--- src/rtl/id_ex_stage.sv ---
// ID/EX pipeline register: forwards EX/MEM results into the captured operands, detects load-use hazards,
// and honours hold/flush. Defining ID_EX_STATS_EN adds saturating bubble_count/hold_count outputs.
module id_ex_stage #(
   parameter int DATA_W = 16,
   parameter int REG_AW = 4,
   parameter int OP_W   = 4
) (
   input  logic              clock,
   input  logic              reset,
   input  logic              id_valid,
   output logic              id_ready,
   input  logic [REG_AW-1:0] id_rs1,
   input  logic [REG_AW-1:0] id_rs2,
   input  logic              id_use_rs1,
   input  logic              id_use_rs2,
   input  logic [DATA_W-1:0] id_reg1,
   input  logic [DATA_W-1:0] id_reg2,
   input  logic [REG_AW-1:0] id_rd,
   input  logic [DATA_W-1:0] id_imm,
   input  logic [OP_W-1:0]   id_op,
   input  logic              id_regwrite,
   input  logic              id_memread,
   input  logic              id_memwrite,
   input  logic              ex_hold,
   input  logic              flush,
   input  logic [REG_AW-1:0] fwd_ex_rd,
   input  logic              fwd_ex_regwrite,
   input  logic [DATA_W-1:0] fwd_ex_result,
   input  logic [REG_AW-1:0] fwd_mem_rd,
   input  logic              fwd_mem_regwrite,
   input  logic [DATA_W-1:0] fwd_mem_result,
   output logic              ex_valid,
   output logic [REG_AW-1:0] ex_rd,
   output logic [OP_W-1:0]   ex_op,
   output logic [DATA_W-1:0] ex_a,
   output logic [DATA_W-1:0] ex_b,
   output logic [DATA_W-1:0] ex_imm,
   output logic              ex_regwrite,
   output logic              ex_memread,
   output logic              ex_memwrite,
`ifdef ID_EX_STATS_EN
   output logic [15:0]       bubble_count,
   output logic [15:0]       hold_count,
`endif
   output logic              hazard
);

   logic              ex_valid_q, ex_valid_d;
   logic [REG_AW-1:0] ex_rd_q, ex_rd_d;
   logic [OP_W-1:0]   ex_op_q, ex_op_d;
   logic [DATA_W-1:0] ex_a_q, ex_a_d;
   logic [DATA_W-1:0] ex_b_q, ex_b_d;
   logic [DATA_W-1:0] ex_imm_q, ex_imm_d;
   logic              ex_regwrite_q, ex_regwrite_d;
   logic              ex_memread_q, ex_memread_d;
   logic              ex_memwrite_q, ex_memwrite_d;

   // EX result wins over MEM; register 0 always reads as zero.
   function automatic logic [DATA_W-1:0] forward_operand(input logic [REG_AW-1:0] src,
                                                         input logic [DATA_W-1:0] reg_val,
                                                         input logic              ex_rw,
                                                         input logic [REG_AW-1:0] ex_dst,
                                                         input logic [DATA_W-1:0] ex_res,
                                                         input logic              mem_rw,
                                                         input logic [REG_AW-1:0] mem_dst,
                                                         input logic [DATA_W-1:0] mem_res);
      if (src == '0)                      return '0;
      else if (ex_rw && ex_dst == src)    return ex_res;
      else if (mem_rw && mem_dst == src)  return mem_res;
      else                                return reg_val;
   endfunction

   always_comb begin
      hazard = ex_valid_q && ex_memread_q && ex_regwrite_q && (ex_rd_q != '0) && id_valid &&
               ((id_use_rs1 && id_rs1 == ex_rd_q) || (id_use_rs2 && id_rs2 == ex_rd_q));
      id_ready = !ex_hold && !hazard && !reset;
   end

   always_comb begin
      ex_valid_d    = 1'b0;
      ex_rd_d       = '0;
      ex_op_d       = '0;
      ex_a_d        = '0;
      ex_b_d        = '0;
      ex_imm_d      = '0;
      ex_regwrite_d = 1'b0;
      ex_memread_d  = 1'b0;
      ex_memwrite_d = 1'b0;
      if (ex_hold) begin
         ex_valid_d    = ex_valid_q;
         ex_rd_d       = ex_rd_q;
         ex_op_d       = ex_op_q;
         ex_a_d        = ex_a_q;
         ex_b_d        = ex_b_q;
         ex_imm_d      = ex_imm_q;
         ex_regwrite_d = ex_regwrite_q;
         ex_memread_d  = ex_memread_q;
         ex_memwrite_d = ex_memwrite_q;
      end else if (!flush && !hazard && id_valid) begin
         ex_valid_d    = 1'b1;
         ex_rd_d       = id_rd;
         ex_op_d       = id_op;
         ex_a_d        = forward_operand(id_rs1, id_reg1, fwd_ex_regwrite, fwd_ex_rd, fwd_ex_result,
                                         fwd_mem_regwrite, fwd_mem_rd, fwd_mem_result);
         ex_b_d        = forward_operand(id_rs2, id_reg2, fwd_ex_regwrite, fwd_ex_rd, fwd_ex_result,
                                         fwd_mem_regwrite, fwd_mem_rd, fwd_mem_result);
         ex_imm_d      = id_imm;
         ex_regwrite_d = id_regwrite;
         ex_memread_d  = id_memread;
         ex_memwrite_d = id_memwrite;
      end
   end

   always_ff @(posedge clock) begin
      if (reset) begin
         ex_valid_q    <= 1'b0;
         ex_rd_q       <= '0;
         ex_op_q       <= '0;
         ex_a_q        <= '0;
         ex_b_q        <= '0;
         ex_imm_q      <= '0;
         ex_regwrite_q <= 1'b0;
         ex_memread_q  <= 1'b0;
         ex_memwrite_q <= 1'b0;
      end else begin
         ex_valid_q    <= ex_valid_d;
         ex_rd_q       <= ex_rd_d;
         ex_op_q       <= ex_op_d;
         ex_a_q        <= ex_a_d;
         ex_b_q        <= ex_b_d;
         ex_imm_q      <= ex_imm_d;
         ex_regwrite_q <= ex_regwrite_d;
         ex_memread_q  <= ex_memread_d;
         ex_memwrite_q <= ex_memwrite_d;
      end
   end

   assign ex_valid    = ex_valid_q;
   assign ex_rd       = ex_rd_q;
   assign ex_op       = ex_op_q;
   assign ex_a        = ex_a_q;
   assign ex_b        = ex_b_q;
   assign ex_imm      = ex_imm_q;
   assign ex_regwrite = ex_regwrite_q;
   assign ex_memread  = ex_memread_q;
   assign ex_memwrite = ex_memwrite_q;

`ifdef ID_EX_STATS_EN
   logic [15:0] bubble_count_q, bubble_count_d;
   logic [15:0] hold_count_q, hold_count_d;

   // Any non-hold edge that does not capture an instruction counts as a bubble.
   always_comb begin
      bubble_count_d = bubble_count_q;
      hold_count_d   = hold_count_q;
      if (ex_hold) begin
         if (hold_count_q != 16'hFFFF) hold_count_d = hold_count_q + 16'd1;
      end else if (flush || hazard || !id_valid) begin
         if (bubble_count_q != 16'hFFFF) bubble_count_d = bubble_count_q + 16'd1;
      end
   end

   always_ff @(posedge clock) begin
      if (reset) begin
         bubble_count_q <= '0;
         hold_count_q   <= '0;
      end else begin
         bubble_count_q <= bubble_count_d;
         hold_count_q   <= hold_count_d;
      end
   end

   assign bubble_count = bubble_count_q;
   assign hold_count   = hold_count_q;
`endif

endmodule

--- config.mk ---
export PLATFORM = sky130hd
export DESIGN_NAME = id_ex_stage
export DESIGN_NICKNAME = d
export VERILOG_FILES = /design/src/rtl/id_ex_stage.sv
export SDC_FILE = /design/constraint.sdc
export NUM_CORES = 1
export LEC_CHECK = 0
export BUFFER_PORTS_ARGS = -buffer_cell sky130_fd_sc_hd__clkbuf_2
export CORE_ASPECT_RATIO = 1.2
export CORE_MARGIN = 2
export CORE_UTILIZATION = 40
export CTS_BUF_LIST = sky130_fd_sc_hd__clkbuf_2
export CTS_CLUSTER_DIAMETER = 150
export DETAILED_ROUTE_END_ITERATION = 8
export PLACE_DENSITY = 0.83
export SETUP_SLACK_MARGIN = 0.2
export SYNTH_ARGS = -nofsm -noshare
export SYNTH_HDL_FRONTEND = slang
export SYNTH_SLANG_ARGS = --single-unit
export TNS_END_PERCENT = 30
--- constraint.sdc ---
create_clock -name clock -period 1.8 [get_ports clock]
set_input_delay 0.27 -clock clock [delete_from_list [all_inputs] [get_ports clock]]
set_output_delay 0.27 -clock clock [all_outputs]
set_load 0.02 [all_outputs]
==> reports/qor.yml, run 1 <==
arrival_ns: 2.08
yosysWarnings: 0
violations: "setup timing"
maxCapViolations: 0
ant_nets: 0
initial_core_util_pct: 41.0
ctsRootBufferMaster: "clkbuf_2"
final_common_cell: "clkbuf_2"
final_cell_area_mm2: 0.00464
die_w_um: 82.4
grt_overflow: 0
grt_pass1_wl_um: 16100
ctsLongestPathBuffers: 2
postSynthCellCount: 290
synth_area_leaders: "dfxtp_1 41%, a221o_1 11%, a32o_1 11%"
dpl_cell_area_mm2: 0.00416
crit_required_ns: 1.53
post_drt_wl_per_cell_um: 17.2
ys_ff_latch: 60
maxSlewHeadroom_pct: 21.3
r2r_start: "ex_rd[2]"
cts.clk_slew.worst_paths_ns: 0.17
viasPerCell: 5.53
yosys.area.top_type: "dfxtp_1"
grt_pass1_vias: 3417
nets: 631
fin_ws_ns: -0.546
die_h_um: 98.0
synthesis.area_mm2: 0.00295
slew_violations: 0
syn_avg_cell_area_um2: 10.2
powerDensity_mw_per_mm2: 613
grt_usage_pct: 26.4
setup_viol: 35
whs_ns: 0.0393
gp_congestion: 0.834
ys_seq_area_share_pct: 40.7
hold-path-cell-count: 3
period_share_pct: 130
grt_max_degree: 52
syn2layout_area_growth_pct: 57.4
rsz0062_at_grt: "true"
status: "finished, violations left"
vdd_drop_max_mv: 0.384
r2r_setup_slack_ns: -0.54
cts_tree: "built"
critPathLaunchType: "flip-flop"
drt_pass1_iterations: 4
skew_ns: 0.0301
min_period_ns: 2.35
min_to: "ex_valid"
synth.net_count: 406
drc_errors: 0
worstHoldStart: "ex_hold"
ff2ff_path_depth: 6
crit_path_end_kind: "output port"
dieArea_mm2: 0.00808
antenna_found_initial: 0
synthDistinctLibCells: 27
hpwl_um: 7560
worst_pin_slew_ns: 1.17
leakagePower_nw: 2.16
drt-total-wl_um: 10500
multiInputGateArea_mm2: 0.00175
port_buffers: 177
io_pins: 178
r2r-end: "ex_b[6]"
final_util_pct: 64.5
max_freq_mhz: 426
most-common-layout-cells: "185 x clkbuf_2, 57 x dfxtp_1, 33 x nand2_1"
insertion_delay_ns: 0.52
crit_type: "flip-flop to output port"
yosysTopAreaCellShare_pct: 40.7
fillers: 582
path_max_fanout: 4
seqCellArea_mm2: 0.00121
dr.first_iter.drc_count: 129
rows: 34
vias: 3372
min_path_type: "input port to flip-flop"
cts-htree-levels: 3
final_layout_size_suffix_gt1_share_pct: 47.5
finalHoldViolations: 0
cts_buffers: 9
cts.sinks: 60
core-area_mm2: 0.00719
n_antenna_cell: 0
## metal layers
| layer | track usage (%) | wire (um) |
|---|---|---|
| met2 | 45.1 | 5220 |
| met1 | 28.9 | 3940 |
| met3 | 7.12 | 1050 |
| met5 | 0 | 0 |
| met4 | 13.7 | 251 |
## power by group
part           switching, W  internal [W]
clock              0.000500      0.000312
combinational      0.000321      0.000327
sequential        0.0000224       0.00136
## repair_timing
action | in CTS | in global routing
resized for setup | 13 | 5
gates cloned | 0 | 0
buffers inserted | 3 | 1
pin swaps | 8 | 2
setup endpoints to repair | 62 | 62
hold buffers | 28 | 0
hold endpoints to repair | 28 | 0
## synthesized netlist by cell type
| master | instances |
|---|---|
| dfxtp_1 | 60 |
| nand2_1 | 33 |
| a221o_1 | 32 |
| a32o_1 | 32 |
| a22o_1 | 27 |
| xor2_1 | 22 |
| and2_1 | 18 |
| nor2b_1 | 17 |
| clkbuf_1 | 14 |
| buf_2 | 8 |
| nor3_1 | 6 |
| nor4_4 | 3 |
| and4_1 | 2 |
| o41ai_1 | 2 |
| xnor2_1 | 2 |
| a21oi_1 | 1 |
| buf_6 | 1 |
| nand2_2 | 1 |
| nand2_4 | 1 |
| nand2b_1 | 1 |
| nand4_1 | 1 |
| nor2_1 | 1 |
| nor3b_2 | 1 |
| nor4_1 | 1 |
| nor4_2 | 1 |
| or2_2 | 1 |
| or4_1 | 1 |
## how the worst max path moves through the flow
stage / slack, ns / from / end / depth (start not counted)
floorplan: -0.02 / id_rs1[0] / ex_a[10] / 6
global placement: -0.40 / id_rs1[0] / ex_b[10] / 6
detailed placement: -0.47 / id_rs1[0] / ex_a[12] / 6
CTS: -0.58 / ex_rd[2] / id_ready / 7
global route: -0.67 / ex_rd[2] / id_ready / 7
finish: -0.55 / ex_rd[2] / id_ready / 7
## critical path: stages (launching register included)
cell and delay, ns:
dfxtp_4 0.40, nor4_4 0.29, nor2_2 0.07, and4_4 0.16, buf_6 0.12, or2_4 0.25
nor3_4 0.11, clkbuf_8 0.17
## cell type report
cell class / instances / share of cell area (%)
Tap cell: 90 / 2.43
Timing Repair Buffer: 237 / 31.5
Multi-Input combinational cell: 207 / 37.7
Sequential cell: 60 / 26.1
Clock buffer: 10 / 1.08
Clock inverter: 6 / 1.19
## through the flow
step / std cells / worst slack, ns / total power (W) / TNS [ns]
after floorplan: 290 / -0.0163 / 0.00171 / -0.252
after global placement: 562 / -0.398 / 0.00199 / -12.77
after detailed placement: 562 / -0.473 / 0.00200 / -16.39
after CTS: 609 / -0.583 / 0.00285 / -17.26
after global routing: 610 / -0.668 / 0.00298 / -24.23
final: 610 / -0.546 / 0.00284 / -16.39
## sequential cells by signal, indices dropped and copies added, names as in the netlist
name and cells:
ex_op 4, ex_rd 4, ex_regwrite 1, ex_b 16
ex_imm 16, ex_a 16, ex_memread 1, ex_memwrite 1
ex_valid 1
## logic make-up (layout without fill, tap and decap cells)
family,Yosys count,after routing,synth area share (%)
simple gates,89,89,18.1
buf+inv,23,253,3.52
xor+xnor,24,24,7.13
flops,60,60,40.7
compound gates,94,94,30.5
(Power assumes the default switching activity.)
==> run 2: changes to the inputs <==
Settings changed: TNS_END_PERCENT 30 to 10.
==> run 2 against run 1 <==
The run still ends with setup timing left. First-iteration DRC count rose by 4.7%. Critical path depth up 1. Cell area up 2.1%. Critical endpoint unchanged. Largest power group unchanged. Highest routed layer unchanged.
==> reports/qor.yml, run 2 (same netlist as run 1, synthesis figures left out) <==
status: "finished, violations left"  # unchanged
violations: "setup timing"  # unchanged
max_freq_mhz: 422  # was 426 MHz
hold-path-cell-count: 3  # unchanged
whs_ns: 0.0603  # was 0.0393 ns
grt_overflow: 0  # unchanged
critPathLaunchType: "flip-flop"  # unchanged
die_h_um: 98.0  # unchanged
dp_slack_ns: -0.445  # was -0.473 ns
rsz0062_at_grt: "true"  # unchanged
die_w_um: 82.4  # unchanged
final_util_pct: 65.9  # was 64.5%
grt_pass1_wl_um: 16600  # was 16100 um
maxCapViolations: 0  # unchanged
ff2ff_path_depth: 8  # was 6
grt_max_degree: 60  # was 52
maxSlewHeadroom_pct: 63.9  # was 21.3%
ant_nets: 0  # unchanged
initial_core_util_pct: 41.0  # unchanged
dieArea_mm2: 0.00808  # unchanged
dp_cells: 567  # was 562
viasPerCell: 5.56  # was 5.53
crit_path_end_kind: "output port"  # unchanged
path_max_fanout: 4  # unchanged
cts_tree: "built"  # unchanged
skew_ns: 0.0280  # was 0.0301 ns
vdd_drop_max_mv: 0.384  # about the same
path_cells: "buf_4 -> xor2_1 -> nor3_1 -> and4_4 -> buf_6 -> or2_4 -> nor3_4 -> clkbuf_8"  # was nor4_4 -> nor2_2 -> and4_4 -> buf_6 -> or2_4 -> nor3_4 -> clkbuf_8
insertion_delay_ns: 0.49  # was 0.52 ns
min_period_ns: 2.37  # was 2.35 ns
grt_pass1_vias: 3554  # was 3417
io_pins: 178  # unchanged
crit_type: "flip-flop to output port"  # unchanged
n_antenna_cell: 0  # unchanged
max_stage_delay_ns: 0.40  # about the same
fin_ws_ns: -0.572  # was -0.546 ns
worst_pin_slew_ns: 0.535  # was 1.17 ns
crit_required_ns: 1.53  # about the same
antenna_found_initial: 0  # unchanged
core-area_mm2: 0.00719  # unchanged
rows: 34  # unchanged
ctsLongestPathBuffers: 2  # unchanged
drc_errors: 0  # unchanged
min_path_type: "input port to flip-flop"  # unchanged
gp_congestion: 0.816  # was 0.834
cts_buffers: 9  # unchanged
hpwl_um: 7650  # was 7560 um
drt-total-wl_um: 11000  # was 10500 um
powerDensity_mw_per_mm2: 613  # about the same
finalNonFillerCells: 619  # was 610
cts.sinks: 60  # unchanged
ctsRootBufferMaster: "clkbuf_2"  # unchanged
post_drt_wl_per_cell_um: 17.7  # was 17.2 um
leakagePower_nw: 2.20  # was 2.16 nW
cts-htree-levels: 3  # unchanged
slew_violations: 0  # unchanged
cts.clk_slew.worst_paths_ns: 0.19  # was 0.17 ns
port_buffers: 177  # unchanged
syn2layout_area_growth_pct: 60.7  # was 57.4%
total_power_w: 0.00291  # was 0.00284 W
most-common-layout-cells: "185 x clkbuf_2, 57 x dfxtp_1, 35 x buf_4"  # was 185 x clkbuf_2, 57 x dfxtp_1, 33 x nand2_1
dr.first_iter.drc_count: 135  # was 129
cp.depth: 8  # was 7
vias: 3443  # was 3372
grt_usage_pct: 26.8  # was 26.4%
finalHoldViolations: 0  # unchanged
arrival_ns: 2.10  # was 2.08 ns
setup_viol: 25  # was 35
crit_buf_inv: 3  # was 2
cpLargestDelayFamily: "simple AND/OR/NAND/NOR gates"  # unchanged
critPathSlowestCell: "dfxtp_4"  # unchanged
final_layout_size_suffix_gt1_share_pct: 48.2  # was 47.5%
nets: 640  # was 631
period_share_pct: 132  # was 130%
final_common_cell: "clkbuf_2"  # unchanged
drt_pass1_iterations: 4  # unchanged
## run 2: changes by cell type in the layout (fill, tap and decap cells not counted), sizes merged
cell	change
buf	+11
clkbuf	-1
clkinv	-1
dlygate4sd3	-1
inv	+1
## run 2: area by class of cell
class / count / area [um^2]
well taps: 90 / 113
flip-flops and latches: 60 / 1210
multi-input cells: 207 / 1750
clock inverters: 6 / 63.8
clock buffers: 10 / 50.0
fillers: 574 / 2450
repair buffers: 246 / 1550
## run 2: timing repair
| item | 4_1_cts | 5_1_grt |
|---|---|---|
| endpoints found under the hold margin | 27 | 0 |
| pin swaps | 40 | 7 |
| buffers inserted | 6 | 3 |
| endpoints found under the setup margin | 62 | 62 |
| gates resized for setup | 12 | 9 |
| hold buffers | 27 | 0 |
## run 2: worst reg2reg max path: cells and delay by family (launching register included)
family | cells | cell delay [ns]
flip-flops | 1 | 0.40
AND/OR/NAND/NOR | 3 | 0.47
buffers and inverters | 3 | 0.45
AO/OA/AOI/OAI | 1 | 0.25
XOR/XNOR | 1 | 0.16
## run 2: worst paths after layout
kind	start	slack (ns)	to
min reg2reg	ex_a[12]	0.49	ex_a[12]
max reg2reg	ex_rd[2]	-0.03	ex_a[6]
max	ex_rd[2]	-0.57	id_ready
min	reset	0.06	ex_valid
## run 2: per-layer routing
metal,GRT usage [%],up-vias,wire length (um)
met5,0,-,0
met4,10.5,0,180
met3,5.91,16,947
met2,49.9,193,5820
met1,27.9,1626,4010
li1,-,1608,-
## run 2: power by group
part	internal (W)	switching, W	total (W)
Clock	0.000327	0.000534	0.000861
Sequential	0.00136	0.0000232	0.00139
Combinational	0.000333	0.000326	0.000659
## run 2: through the flow
step                setup TNS, ns  area, um^2
global route                -6.57        4740
CTS                         -3.80        4660
detailed placement         -13.52        4180
floorplan                  -0.291        3000
global placement           -11.55        4180
finish                      -1.28        4740
